==> src/rtl/dmem_arbiter_pkg.sv <==
// dmem_arbiter_pkg: shared widths, response-buffer depth and the load credit rule.
package dmem_arbiter_pkg;

   localparam int RV32_ADDR_WIDTH     = 32;
   localparam int RV32_DATA_WIDTH     = 32;
   localparam int DMEM_DATA_WIDTH     = 32;
   localparam int DMEM_ARB_FIFO_DEPTH = 2;

   localparam logic [1:0] FIFO_FULL_CNT = 2'(DMEM_ARB_FIFO_DEPTH);
   localparam logic [2:0] FIFO_DEPTH_U  = 3'(DMEM_ARB_FIFO_DEPTH);

   // A load may issue only if its data is guaranteed a FIFO slot when it lands.
   function automatic logic credit_ok(input logic pend, input logic full,
                                      input logic [1:0] cnt, input logic pop);
      logic [2:0] used;
      used = {2'b00, pend} + {1'b0, cnt};
      return (!full && used < FIFO_DEPTH_U) || (used == FIFO_DEPTH_U && pop);
   endfunction

endpackage

==> src/rtl/dmem_arbiter_sync_fifo_2.sv <==
// sync_fifo_2: two-entry synchronous FIFO with flush, used as the load response buffer.
module sync_fifo_2
   import dmem_arbiter_pkg::*;
#(
   parameter int WIDTH = 36
) (
   input  logic             clk,
   input  logic             rst,
   input  logic             i_flush,
   input  logic             i_push,
   input  logic [WIDTH-1:0] i_push_data,
   input  logic             i_pop,
   output logic [WIDTH-1:0] o_pop_data,
   output logic             o_full,
   output logic             o_empty,
   output logic [1:0]       o_count
);

   logic [WIDTH-1:0] r_mem [2];
   logic             r_wptr;
   logic             r_rptr;
   logic [1:0]       r_count;
   logic             w_push;
   logic             w_pop;

   assign o_full     = (r_count == FIFO_FULL_CNT);
   assign o_empty    = (r_count == 2'd0);
   assign o_count    = r_count;
   assign o_pop_data = r_mem[r_rptr];
   assign w_pop      = i_pop & ~o_empty;
   assign w_push     = i_push & (~o_full | w_pop);

   always_ff @(posedge clk) begin
      if (w_push) r_mem[r_wptr] <= i_push_data;
   end

   always_ff @(posedge clk) begin
      if (rst || i_flush) begin
         r_wptr  <= 1'b0;
         r_rptr  <= 1'b0;
         r_count <= 2'd0;
      end else begin
         if (w_push) r_wptr <= ~r_wptr;
         if (w_pop) r_rptr <= ~r_rptr;
         r_count <= r_count + {1'b0, w_push} - {1'b0, w_pop};
      end
   end

endmodule

==> src/rtl/dmem_arbiter.sv <==
// dmem_arbiter: round-robin load/store arbiter for a single dmem port with
// credit-limited loads and an in-order two-entry load response buffer.
module dmem_arbiter
   import dmem_arbiter_pkg::*;
#(
   parameter int TAG_WIDTH = 4
) (
   input  logic                       clk,
   input  logic                       rst,
   input  logic                       i_flush,
   input  logic                       i_ld_req_valid,
   output logic                       o_ld_req_ready,
   input  logic [RV32_ADDR_WIDTH-1:0] i_ld_req_addr,
   input  logic [TAG_WIDTH-1:0]       i_ld_req_tag,
   input  logic                       i_st_req_valid,
   output logic                       o_st_req_ready,
   input  logic [RV32_ADDR_WIDTH-1:0] i_st_req_addr,
   input  logic [RV32_DATA_WIDTH-1:0] i_st_req_data,
   output logic                       o_ld_resp_valid,
   input  logic                       i_ld_resp_ready,
   output logic [DMEM_DATA_WIDTH-1:0] o_ld_resp_data,
   output logic [TAG_WIDTH-1:0]       o_ld_resp_tag,
   output logic [RV32_ADDR_WIDTH-1:0] o_dmem_addr,
   output logic                       o_dmem_wr_en,
   output logic [RV32_DATA_WIDTH-1:0] o_dmem_wr_data,
   input  logic [DMEM_DATA_WIDTH-1:0] i_dmem_rd_data
);

   localparam int ENTRY_W = DMEM_DATA_WIDTH + TAG_WIDTH;

   logic               r_rd_pend;
   logic [TAG_WIDTH-1:0] r_rd_tag;
   logic               r_ld_first;
   logic               w_go;
   logic               w_pop;
   logic               w_ld_elig;
   logic               w_ld_cand;
   logic               w_contest;
   logic               w_full;
   logic               w_empty;
   logic [1:0]         w_count;
   logic [ENTRY_W-1:0] w_head;

   assign w_go            = ~rst & ~i_flush;
   assign o_ld_resp_valid = w_go & ~w_empty;
   assign w_pop           = o_ld_resp_valid & i_ld_resp_ready;
   assign w_ld_elig       = credit_ok(r_rd_pend, w_full, w_count, w_pop);
   assign w_ld_cand       = w_go & i_ld_req_valid & w_ld_elig;
   assign w_contest       = w_ld_cand & i_st_req_valid;
   // r_ld_first breaks ties only; an uncontested requester always wins.
   assign o_ld_req_ready  = w_ld_cand & (~i_st_req_valid | r_ld_first);
   assign o_st_req_ready  = w_go & i_st_req_valid & ~o_ld_req_ready;
   assign o_dmem_addr     = o_ld_req_ready ? i_ld_req_addr : i_st_req_addr;
   assign o_dmem_wr_en    = o_st_req_ready;
   assign o_dmem_wr_data  = i_st_req_data;
   assign o_ld_resp_data  = w_head[ENTRY_W-1:TAG_WIDTH];
   assign o_ld_resp_tag   = w_head[TAG_WIDTH-1:0];

   always_ff @(posedge clk) begin
      if (rst) begin
         r_rd_pend  <= 1'b0;
         r_rd_tag   <= '0;
         r_ld_first <= 1'b1;
      end else begin
         r_rd_pend <= o_ld_req_ready;
         r_rd_tag  <= i_ld_req_tag;
         if (w_contest) r_ld_first <= ~o_ld_req_ready;
      end
   end

   sync_fifo_2 #(
      .WIDTH(ENTRY_W)
   ) u_resp_fifo (
      .clk        (clk),
      .rst        (rst),
      .i_flush    (i_flush),
      .i_push     (r_rd_pend),
      .i_push_data({i_dmem_rd_data, r_rd_tag}),
      .i_pop      (w_pop),
      .o_pop_data (w_head),
      .o_full     (w_full),
      .o_empty    (w_empty),
      .o_count    (w_count)
   );

endmodule

==> config.mk <==
export PLATFORM = sky130hd
export DESIGN_NAME = dmem_arbiter
export DESIGN_NICKNAME = d
export VERILOG_FILES = /design/src/rtl/dmem_arbiter_pkg.sv /design/src/rtl/dmem_arbiter_sync_fifo_2.sv /design/src/rtl/dmem_arbiter.sv
export SDC_FILE = /design/constraint.sdc
export NUM_CORES = 1
export LEC_CHECK = 0
export CAP_MARGIN = 15
export CORE_ASPECT_RATIO = 1.75
export CORE_MARGIN = 2
export CORE_UTILIZATION = 45
export DETAILED_ROUTE_END_ITERATION = 8
export DONT_BUFFER_PORTS = 1
export GPL_ROUTABILITY_DRIVEN = 0
export GPL_TIMING_DRIVEN = 0
export PLACE_DENSITY = 0.68
export SYNTH_ARGS = -nofsm -noshare
export SYNTH_HDL_FRONTEND = slang
export SYNTH_SLANG_ARGS = --single-unit
export TNS_END_PERCENT = 20
==> constraint.sdc <==
create_clock -name clk -period 3.7 [get_ports clk]
set_input_delay 0.74 -clock clk [delete_from_list [all_inputs] [get_ports clk]]
set_output_delay 0.74 -clock clk [all_outputs]
set_load 0.05 [all_outputs]
======== Word-level counts from Yosys, hierarchy flattened ========
Memories as Yosys holds them, arrays and structs flattened. A register that Yosys moved wholly into a read port is not among the register bits.
Index checks and enable logic that the tools add are counted.
cells by class
  $add $sub $neg .......................... 3
  order comparisons ....................... 1
  equal/unequal tests ..................... 2
  multiplexer cells ....................... 5
  bitwise operators ....................... 21
  reductions and logical operators ........ 6
operators with widths
  cell                  number
  $mux W32              1
  $and A1 B1 Y1         11
  $not A1 Y1            8
  $mux W1               4
  $add A1 B2 Y3         1
  $eq A3 B2 Y1 const B  1
  $lt A3 B2 Y1 const B  1
  $add A2 B1 Y2         1
  $eq A2 B2 Y1 const B  1
  $logic_and A1 B1 Y1   2
  $logic_not A2 Y1      1
  $logic_or A1 B1 Y1    2
  $or A1 B1 Y1          2
  $sub A2 B1 Y2         1
  $logic_not A1 Y1      1
storage, ports and cells
  register bits after elaboration ......... 10
  memory bits (writable) .................. 72
  input bits .............................. 138
  output and inout port bits .............. 104
  logic and storage cells ................. 45
  memories ................................ 1
memory list
  memory             depth  width  read ports  clocked after memory_dff  wr ports  RTL line                        RTL
  u_resp_fifo.r_mem  2      36     1           1                         1         dmem_arbiter_sync_fifo_2.sv:19  logic [WIDTH-1:0] r_mem [2];

======== Logic depth before layout (Yosys ltp) ========
  depth in word-level cells ............... 10
  depth in mapped cells ................... 9
  mapped depth without buffers ............ 8

======== Modules after synthesis ========
A second synthesis with hierarchy kept.
unflattened totals
  cells, all modules ...................... 241
  area, all modules ....................... 3789.9 sq um
modules (own cells, without submodules)
  module        instances  cells each  area an instance (sq um)  seq. area each (sq um)
  sync_fifo_2   1          143         2834.0                    2262.2
  dmem_arbiter  1          98          955.9                     120.1

======== Least setup slack after synthesis ========
OpenSTA, ideal clock, no wires.
  kind .................................... input to register
  from .................................... input port rst
  to ...................................... memory u_resp_fifo.r_mem[0][0], enable pin
  library setup time ...................... 0.431 ns
  arrival time ............................ 2.813 ns
  required time ........................... 3.269 ns
  path slack .............................. 0.456 ns
  stages on the path ...................... 4
  path buffers ............................ 1
  cell sequence ........................... buf_6 -> nor3b_2 -> o21ai_0 -> nor2_1
between the ends
  longest elaborated chain between the ends .. 9
ends and longest elaborated chain
  what                           RTL line                        RTL
  from (decl)                    dmem_arbiter.sv:9               input logic rst,
  $not A1 Y1                     dmem_arbiter.sv:44              assign w_go = ~rst & ~i_flush;
  $and A1 B1 Y1                  dmem_arbiter.sv:44
  $and A1 B1 Y1                  dmem_arbiter.sv:45              assign o_ld_resp_valid = w_go & ~w_empty;
  $and A1 B1 Y1                  dmem_arbiter.sv:46              assign w_pop = o_ld_resp_valid & i_ld_resp_ready;
  $and A1 B1 Y1                  dmem_arbiter_sync_fifo_2.sv:30  assign w_pop = i_pop & ~o_empty;
  $or A1 B1 Y1                   dmem_arbiter_sync_fifo_2.sv:31  assign w_push = i_push & (~o_full | w_pop);
  $and A1 B1 Y1                  dmem_arbiter_sync_fifo_2.sv:31
  $mux W1                        dmem_arbiter_sync_fifo_2.sv:34  if (w_push) r_mem[r_wptr] <= i_push_data;
  $mux W1 (not written as such)  dmem_arbiter_sync_fifo_2.sv:34
  to (decl)                      dmem_arbiter_sync_fifo_2.sv:19
Every way passes these cells.

======== Final worst setup path ========
  from .................................... register u_resp_fifo.r_count[0], in the netlist u_resp_fifo.o_count[0]
  to ...................................... output port o_dmem_addr[30]
between the ends
  longest elaborated chain between the ends .. 9
  elaborated cells between the ends (all ways) .. 15
  those cells by class .................... add/sub: 1; order compare: 1; eq/ne: 2; mux: 1; bitwise: 5; reduce/logical: 5
ends and longest elaborated chain
  what                                                                   RTL line                        RTL
  from (decl)                                                            dmem_arbiter_sync_fifo_2.sv:22  logic [1:0] r_count;
  from (signal assigned)                                                 dmem_arbiter_sync_fifo_2.sv:45  r_count <= r_count + {1'b0, w_push} - {1'b0, w_pop};
  parallel branches: the longest is 5 deep, another holds $add A1 B2 Y3  n/a
  $logic_or A1 B1 Y1 (*)                                                 dmem_arbiter_pkg.sv:17          return (!full && used < FIFO_DEPTH_U) || (used == FIFO_DEPTH_U && pop);
  $and A1 B1 Y1 (*)                                                      dmem_arbiter.sv:48              assign w_ld_cand = w_go & i_ld_req_valid & w_ld_elig;
  $and A1 B1 Y1 (*)                                                      dmem_arbiter.sv:51              assign o_ld_req_ready = w_ld_cand & (~i_st_req_valid | r_ld_first);
  via o_ld_req_ready                                                     dmem_arbiter.sv:12              output logic o_ld_req_ready,
  $mux W32 (*)                                                           dmem_arbiter.sv:53              assign o_dmem_addr = o_ld_req_ready ? i_ld_req_addr : i_st_req_addr;
  to (decl)                                                              dmem_arbiter.sv:23              output logic [RV32_ADDR_WIDTH-1:0] o_dmem_addr,
Mark *: on every way through the listed nets, which the timed path passes.

==> summary.txt <==
Critical path
  – Worst path arrival time: 2670 ps
  – Reg2Reg Setup Slack: 1720 ps
  – Worst EP required: 2960 ps
  – Crit Path Class: flop to output port
  – CP max stage cell: mux2_2
  – CP max stage delay: 530 ps
  – CP Max Fanout: 10
  – CP endpoint kind: output port
  – Critical path's most frequent cell: ha_1
  – Crit-path cells: ha_1 > inv_1 > ha_1 > nor3b_1 > nand3_2 > a21oi_4 > buf_6 > mux2_2
  – CP Launch Type: flop

Drt
  – WL final: 8.74 mm
  – Initial DRC count: 88
  – Routed length per instance: 24.8 microns
  – DRT Pass-1 Iters: 4
  – DRC violations left: 0
  – Vias/cell: 5.55
  – Via count: 1958
  – Detail Route Antenna Nets: 0

Power
  – Comb power frac: 14.4%
  – Peak VDD IR: 0.000237 V
  – PwrDens: 536 mW/mm^2
  – Net Sw Frac: 26.2%
  – Clock power share: 40.4%
  – Int Power: 1.70 mW
  – Seq pwr share: 45.1%
  – Net Switching: 0.605 mW
  – Pleak: 1.51 nW

Logic synthesis
  – EDFF count, synth: 72
  – Register area share after synthesis: 63.0%
  – Main area contributors after synthesis: edfxtp_1, mux2_2, buf_4
  – Area leader, netlist: edfxtp_1
  – Most frequent cell after synthesis: edfxtp_1
  – Synth Warn #: 0
  – #FFs+latches synth: 83
  – Synth Instances: 241
  – Net Count, Synth: 384
  – Ys flop type: edfxtp_1
  – Mapped Area: 0.00378 sq mm
  – Syn avg cell area: 15.7 sq um
  – Top post-synthesis cells by count: edfxtp_1, mux2_2, buf_4
  – Share of the synthesized area in the top cell type: 57.1%
  – Yosys cell types: 29
  – Async set-reset flop share out of synthesis: 0%

Flow run
  – Max Cap Violations: 0

CTS
  – H-tree levels: 3
  – TritonCTS Sinks: 83
  – CTS Hold Buffers Added: 0
  – Clock Latency Late Sink: 330 ps
  – Postcts setup bufs: 0
  – Clock root buffer: clkbuf_16
  – Clock tree buffer depth: 2
  – Reg clk slew, reported paths: 60 ps
  – CTS tree: built
  – CTS Buf Count: 9
  – Post-CTS Resized: 0

Floorplanning
  – Core Region: 0.00826 sq mm
  – Starting Density: 45.8%
  – Number of I/O pins: 242
  – Die Y: 125 microns
  – Die footprint: 0.00919 sq mm
  – Row count: 44
  – Die X-Extent: 73.3 microns

Timing
  – Clock skew: 5.73 ps
  – Fin crit period: 3410 ps
  – Final period util: 92.2%
  – Post-route setup slack: 289 ps
  – Setup tns final: 0 ps
  – Slew @ Worst Pin: 1130 ps
  – Final Hold Viols: 0
  – Slew margin rel.: 25.0%
  – Fin. max-slew vios: 0
  – # setup viols final: 0
  – Max Clk Rate: 293 MHz
  – RSZ-0062 raised after global routing: no

Placed design
  – Post-DP HPWL: 7.23 mm
  – Pre-CTS setup slack: 566 ps
  – I/O Buffers: 0

Final layout
  – Final core utilization: 52.2%
  – Area grow syn2layout: 13.9%
  – N_diodes: 0
  – Fraction of layout cells with a size suffix above 1: 49.0%
  – Nets: 399

Global route
  – Largest net degree at the start of global routing: 20
  – Vias in the first global route: 2040
  – Initial antenna violation count: 0
  – GRT Total Usage: 18.8%
  – First-pass GRT wire length: 11.9 mm
  – Grt ovf: 0

Status
  – Outcome: complete, no violations

Min path
  – Hold WC Path Type: flop to flop
-- per-stage QoR --
step | std cells | instance area, sq um | total power [mW] | hold slack, ps
6_report | 353 | 4310 | 2.31 | 431
5_1_grt | 353 | 4310 | 2.38 | 444
4_1_cts | 353 | 4310 | 2.34 | 432
3_5_place_dp | 337 | 3980 | 1.40 | 418
3_3_place_gp | 333 | 3900 | 1.39 | 410
2_1_floorplan | 241 | 3780 | 1.36 | 404
-- cells by family (layout without fill, tap and decap cells) --
kind of cell,Yosys count,count (layout),share of synthesized area (%)
flip-flops,83,83,63.0
multiplexers,68,68,20.2
buffers and inverters,47,67,8.73
AND/OR/NAND/NOR,26,26,3.87
AO/OA/AOI/OAI,9,9,1.85
adder cells (fa/ha/maj),5,5,1.65
XOR/XNOR,3,3,0.695
-- sequential cells by signal (all words and copies together), names as in the netlist, named ones only --
name,flops
r_rd_pend,1
r_rd_tag,4
r_ld_first,1
u_resp_fifo.o_count,2
u_resp_fifo.r_wptr,1
u_resp_fifo.r_mem,72
u_resp_fifo.r_rptr,1
-- layout by cell type (no fill, tap or decap) --
master	synthesis	routed
clkinvlp_4	0	1
o21a_1	1	1
buf_4	33	33
or2_2	2	2
xnor2_1	3	3
edfxtp_1	72	72
a211oi_1	1	1
bufinv_16	0	2
clkbuf_16	0	9
inv_1	6	6
nand2b_1	2	2
mux2_2	66	66
a21oi_1	2	2
nand3_2	1	1
dfxtp_1	11	11
ha_1	5	5
inv_8	0	1
clkinv_1	0	1
nand2_1	3	3
buf_6	4	5
nor2b_1	4	4
inv_6	0	1
nor2_1	8	6
a31oi_1	1	1
nand3b_1	1	1
buf_16	0	2
nor2_4	0	2
buf_1	3	4
a311oi_1	2	2
a21oi_4	1	1
clkbuf_1	1	1
mux2_1	2	2
nand3_1	1	1
o21ai_0	1	1
nor3b_1	1	1
nor3b_2	1	1
clkinv_4	0	1
and2_1	2	2
-- power groups by stage --
stage / Clock (mW) / Combinational [mW] / Sequential, mW
after global routing: 0.998 / 0.343 / 1.04
after CTS: 0.960 / 0.337 / 1.04
after detailed placement: 0 / 0.336 / 1.06
after global placement: 0 / 0.331 / 1.06
final: 0.933 / 0.333 / 1.04
after floorplan: 0 / 0.301 / 1.06
-- critical path, delay by kind of cell, from the launching register on --
| family | cells | cell delay [ps] |
|---|---|---|
| flip-flops | 1 | 360 |
| AND/OR/NAND/NOR | 2 | 420 |
| adder cells (fa/ha/maj) | 2 | 440 |
| AO/OA/AOI/OAI | 1 | 280 |
| buffers and inverters | 2 | 320 |
| multiplexers | 1 | 530 |
-- per-layer routing --
layer  GRT usage (%)  part of all wire [%]
met3            10.4                    14
met2            31.1                    51
met1            18.9                    32
met4            8.34                   2.4
met5               0                     0
-- final cells by class --
| class | count | area (sq um) |
|---|---|---|
| clock buffers | 9 | 225 |
| multi-input cells | 111 | 1090 |
| well taps | 92 | 115 |
| inverters | 6 | 22.5 |
| repair buffers | 4 | 70.1 |
| flip-flops and latches | 83 | 2380 |
| fillers | 684 | 3950 |
| plain buffers | 41 | 308 |
| clock inverters | 7 | 100 |
-- worst paths after layout --
kind,start,endpoint,depth (start not counted)
worst max-delay path,u_resp_fifo.o_count[0]$_SDFF_PP0_,o_dmem_addr[30],8
worst min-delay path,r_rd_tag[1]$_SDFF_PP0_,u_resp_fifo.r_mem[1][1]$_DFFE_PP_,0
worst max register to register,u_resp_fifo.o_count[0]$_SDFF_PP0_,u_resp_fifo.o_count[1]$_SDFF_PP0_,7
worst min register to register,r_rd_tag[1]$_SDFF_PP0_,u_resp_fifo.r_mem[1][1]$_DFFE_PP_,0
(Power assumes the default switching activity.)
